==> src/rtl/dp_cmd_sched.sv <==
// Round-robin command scheduler for the shared 8x16 register-array datapath.
// Issue one cycle after accept, done SETTLE_CYCLES later; req_ready is only offered while idle.
module dp_cmd_sched #(
  parameter int NUM_REQ       = 4,
  parameter int NUM_REGS      = 8,
  parameter int SETTLE_CYCLES = 2
) (
  input  logic                       clk,
  input  logic                       rst_n,
  input  logic [NUM_REQ-1:0]         req_valid,
  input  logic [NUM_REQ*8-1:0]       req_op,
  input  logic [NUM_REQ*8-1:0]       req_addr,
  input  logic [NUM_REQ*16-1:0]      req_data,
  output logic [NUM_REQ-1:0]         req_ready,
  output logic [7:0]                 dp_op_code,
  output logic [7:0]                 dp_address,
  output logic [15:0]                dp_data,
  output logic                       done_valid,
  output logic [$clog2(NUM_REQ)-1:0] done_id,
  output logic                       done_err,
  output logic                       busy
);
  localparam int ID_W  = $clog2(NUM_REQ);
  localparam int CW    = ID_W + 1;
  localparam int CNT_W = (SETTLE_CYCLES > 1) ? $clog2(SETTLE_CYCLES) : 1;

  typedef enum logic [1:0] {IDLE, ISSUE, SETTLE} state_t;

  state_t           state, state_nxt;
  logic [ID_W-1:0]  rr_ptr, win_id, cur_id;
  logic             win_vld, cur_err, cmd_legal, done_nxt;
  logic [CW-1:0]    cand;
  logic [CNT_W-1:0] cnt, cnt_nxt;
  logic [7:0]       win_op, win_addr, op_nxt, addr_nxt;
  logic [15:0]      win_data, data_nxt;

  // Search rr_ptr+1, rr_ptr+2, ... wrapping; cand never exceeds 2*NUM_REQ-1.
  always_comb begin
    win_vld = 1'b0;
    win_id  = '0;
    cand    = '0;
    for (int k = 1; k <= NUM_REQ; k++) begin
      cand = {1'b0, rr_ptr} + CW'(k);
      if (cand >= CW'(NUM_REQ)) cand = cand - CW'(NUM_REQ);
      if (!win_vld && req_valid[cand[ID_W-1:0]]) begin
        win_vld = 1'b1;
        win_id  = cand[ID_W-1:0];
      end
    end
  end

  always_comb begin
    win_op    = '0;
    win_addr  = '0;
    win_data  = '0;
    req_ready = '0;
    for (int i = 0; i < NUM_REQ; i++) begin
      if (win_id == ID_W'(i)) begin
        win_op   = req_op[8*i +: 8];
        win_addr = req_addr[8*i +: 8];
        win_data = req_data[16*i +: 16];
      end
      req_ready[i] = rst_n && (state == IDLE) && win_vld && (win_id == ID_W'(i));
    end
    cmd_legal = (win_op >= 8'd1) && (win_op <= 8'd4) && (32'(win_addr) < NUM_REGS);
  end

  always_comb begin
    state_nxt = state;
    cnt_nxt   = cnt;
    done_nxt  = 1'b0;
    op_nxt    = '0;
    addr_nxt  = '0;
    data_nxt  = '0;
    case (state)
      IDLE: begin
        if (win_vld) begin
          state_nxt = ISSUE;
          // Rejected commands still take a slot but present NOP to the datapath.
          if (cmd_legal) begin
            op_nxt   = win_op;
            addr_nxt = win_addr;
            data_nxt = win_data;
          end
        end
      end
      ISSUE: begin
        state_nxt = SETTLE;
        cnt_nxt   = CNT_W'(SETTLE_CYCLES - 1);
        done_nxt  = (SETTLE_CYCLES == 1);
      end
      SETTLE: begin
        if (cnt == '0) begin
          state_nxt = IDLE;
        end else begin
          cnt_nxt  = cnt - CNT_W'(1);
          done_nxt = (cnt == CNT_W'(1));
        end
      end
      default: state_nxt = IDLE;
    endcase
  end

  always_ff @(posedge clk or negedge rst_n) begin
    if (!rst_n) begin
      state      <= IDLE;
      rr_ptr     <= ID_W'(NUM_REQ - 1);
      cnt        <= '0;
      cur_id     <= '0;
      cur_err    <= 1'b0;
      dp_op_code <= '0;
      dp_address <= '0;
      dp_data    <= '0;
      done_valid <= 1'b0;
      done_id    <= '0;
      done_err   <= 1'b0;
    end else begin
      state      <= state_nxt;
      cnt        <= cnt_nxt;
      dp_op_code <= op_nxt;
      dp_address <= addr_nxt;
      dp_data    <= data_nxt;
      done_valid <= done_nxt;
      if (state == IDLE && win_vld) begin
        rr_ptr  <= win_id;
        cur_id  <= win_id;
        cur_err <= !cmd_legal;
      end
      if (done_nxt) begin
        done_id  <= cur_id;
        done_err <= cur_err;
      end
    end
  end

  assign busy = (state != IDLE);

endmodule

==> config.mk <==
export PLATFORM = sky130hd
export DESIGN_NAME = dp_cmd_sched
export DESIGN_NICKNAME = d
export VERILOG_FILES = /design/src/rtl/dp_cmd_sched.sv
export SDC_FILE = /design/constraint.sdc
export NUM_CORES = 1
export LEC_CHECK = 0
export ABC_CLOCK_PERIOD_IN_PS = 2650
export BUFFER_PORTS_ARGS = -buffer_cell sky130_fd_sc_hd__buf_2
export CORE_ASPECT_RATIO = 0.7
export CORE_UTILIZATION = 41
export CTS_CLUSTER_DIAMETER = 120
export DETAILED_ROUTE_END_ITERATION = 7
export HOLD_SLACK_MARGIN = 0.12
export MAX_ROUTING_LAYER = met4
export PLACE_DENSITY = 0.87
export RECOVER_POWER = 50
export SYNTH_ARGS = -nofsm -noshare
export SYNTH_HDL_FRONTEND = slang
export SYNTH_SLANG_ARGS = --single-unit
export TNS_END_PERCENT = 10
==> constraint.sdc <==
create_clock -name clk -period 2.65 [get_ports clk]
set_clock_uncertainty 0.1 [all_clocks]
set_input_delay 0.1325 -clock clk [delete_from_list [all_inputs] [get_ports clk]]
set_output_delay 0.1325 -clock clk [all_outputs]
set_load 0.02 [all_outputs]
==> qor.yml <==
arrival_ps: 2610
crit_slowest_cell: "dfstp_2"
fmax_mhz: 397.5
cts_sinks: 44
htree_levels: 2
syn-cell-area_um2: 2481
finalSetupViolations: 0
report.final.slew_viol_count: 0
synth.most_common_cell: "dfrtp_1"
grt_pass1_wl_um: 10090
reg2reg_from: "rr_ptr[1]$_DFFE_PN1P_"
finalCritPeriodShare_pct: 94.94
cts_root_buf: "clkbuf_8"
worstMarginPinSlew_ps: 1082
ant_nets: 0
yosysUniqueCellTypes: 50
reg2reg_depth: 8
synth_top_area_share_pct: 42.36
clk_pin_slew_ps: 90
finalHoldViolCount: 0
r2r_slack_ps: 130
p_per_area_nw_per_um2: 770.3
numCtsBuffers: 5
die-area_um2: 6372
worstSetupPathType: "flip-flop to flip-flop"
relSlewSlack_pct: 27.84
worstHoldPathCells: 3
nets: 514
timing.rr.end: "cur_err$_DFFE_PN0P_"
synth_warnings: 0
die_w_um: 94.98
hold_path_class: "primary input to flip-flop"
post-dp-hpwl_um: 5293
max_stage_delay_ps: 610
synth_top_cell_by_area: "dfrtp_1"
critical_path.max_fanout: 22
vias_per_cell: 5.040
gr-total-overflow: 0
area_growth_pct: 44.88
grt_max_degree: 45
maxCapViolations: 0
grt.total_usage_pct: 21.85
synthCells: 188
power_leakage_nw: 1.788
grt_pass1_vias: 2220
dp_slack_ps: 110.6
setup_tns_ps: 0
initial_utilization_pct: 42.89
rsz0062_at_grt: "false"
drc_errors: 0
tritoncts: "built"
cts_setup_buffers: 0
synthArstFlopShare_pct: 100.0
routed_wl_um: 6638
synth_area_leaders: "dfrtp_1, mux4_2, nor2b_2, dfstp_2, mux2_2"
ctsLongestPathBuffers: 2
path_buf_inv: 1
cp-start-kind: "flip-flop"
num_vias: 2283
syn_area_per_cell_um2: 13.20
insertedDiodeCount: 0
synth_edf_count: 0
antenna_found_initial: 0
peakVddDrop_mv: 0.2864
final_cells: 453
hold_start: "req_data[19]"
io_buffers: 174
drt_iter0_drc: 49
ios: 175
worstPathRequired_ps: 2740
cp_top_family: "compound AO/OA/AOI/OAI gates"
gp_congestion: 0.8598
wl_per_cell_um: 14.65
synth_commonest_cells: "dfrtp_1, mux4_2, nor2b_2"
worst_slack_ps: 134.1
min_period_ps: 2516
final_layout_size_suffix_gt1_share_pct: 60.85
clk_latency_ps: 290
end_kind: "flip-flop"
crit_chain: "o211a_1 > or2_4 > nor2_2 > or4_1 > a32oi_2 > o2111ai_4 > buf_12 > o21a_1"
min_to: "dp_data[3]$_DFF_PN0_"
num_rows: 23
die_h_um: 67.09
core_area_um2: 5784
total_power_mw: 2.769
drt_first_pass_iters: 4
dpl.cell_count: 444
synth_flop_cell: "dfrtp_1"
status: "finished clean"
ys_seq_elements: 44
ys_seq_area_share_pct: 44.48
## worst max path at each step
stage | cells after the start | end | startpoint
floorplan | 7 | dp_data[10]$_DFF_PN0_ | rr_ptr[1]$_DFFE_PN1P_
global placement | 6 | dp_data[10]$_DFF_PN0_ | rr_ptr[1]$_DFFE_PN1P_
detailed placement | 6 | dp_data[9]$_DFF_PN0_ | rr_ptr[1]$_DFFE_PN1P_
CTS | 6 | dp_data[9]$_DFF_PN0_ | rr_ptr[1]$_DFFE_PN1P_
global route | 8 | cur_err$_DFFE_PN0P_ | rr_ptr[0]$_DFFE_PN1P_
finish | 8 | cur_err$_DFFE_PN0P_ | rr_ptr[1]$_DFFE_PN1P_
## timing repair
item | 4_1_cts | 5_1_grt
hold buffers | 1 | 0
endpoints found under the hold margin | 42 | 0
resized for setup | 0 | 1
endpoints found under the setup margin | 0 | 5
## cell families (layout without fill, tap and decap cells)
group / after synthesis / in the layout / synth area share [%]
buffers and inverters: 12 / 193 / 2.824
AO/OA/AOI/OAI: 37 / 37 / 12.66
other: 1 / 10 / 0.1511
AND/OR/NAND/NOR: 66 / 66 / 18.51
adder cells (fa/ha/maj): 3 / 3 / 1.513
multiplexers: 25 / 25 / 19.87
flip-flops: 44 / 44 / 44.48
## registers in the layout, summed over array words and instances (netlist names)
signal / flops
cnt: 1
cur_err: 1
cur_id: 2
done_err: 1
done_id: 2
done_valid: 1
dp_address: 8
dp_data: 16
dp_op_code: 8
rr_ptr: 2
state: 2
## worst reg2reg max path, cell delays in order (launching register included)
cell	delay [ps]
dfstp_2	610
o211a_1	230
or2_4	170
nor2_2	90
or4_1	440
a32oi_2	300
o2111ai_4	160
buf_12	210
o21a_1	110
## layout make-up
cell class	count	area (um2)
Inverter	5	18.77
Timing Repair Buffer	180	910.9
Clock buffer	6	82.58
Tap cell	75	93.84
Fill cell	498	2190
Sequential cell	44	1104
Multi-Input combinational cell	141	1346
Clock inverter	2	38.79
## power breakdown
part / internal [mW] / switching [mW]
registers: 0.791 / 0.0708
logic: 0.668 / 0.697
clock network: 0.308 / 0.233
total: 1.77 / 1.00
## routing by layer
metal  share of wire [%]  global-route usage [%]  routed length, um  up-vias
met5                   0                       -                  0        -
met4                 1.2                   6.818                 77        0
met3                 7.1                   3.082                471        6
met2                  51                   38.04               3376      107
met1                  41                   26.45               2713     1090
li1                    -                       -                  -     1080
## cells in the final DEF (no fill, tap or decap), types with 2 or more instances in the layout
master,count
o21a_1,2
buf_4,2
conb_1,10
a21boi_0,5
dfstp_2,2
nor2b_2,17
or4_1,4
o32ai_2,2
nand2b_1,2
o21ai_0,3
a21oi_1,7
ha_1,3
nor4_1,6
buf_2,157
a31oi_1,2
mux2i_1,2
nor2_2,4
nor2_4,2
nor2_1,5
mux2_2,4
dfrtp_1,42
clkbuf_1,17
nor2b_1,3
nand2_1,5
mux4_2,19
and3_1,3
nor3_1,6
o211ai_1,4
inv_1,5
clkbuf_8,6
## stage by stage
step	util (%)	instance area [um2]	hold slack, ps
after global placement	60.22	3483	170.6
after floorplan	-	2515	-263.1
after detailed placement	60.22	3483	187.7
after CTS	62.49	3615	160.3
after global routing	62.15	3595	163.4
final	62.15	3595	164.3
No activity file was read; power rests on OpenSTA's default activity.
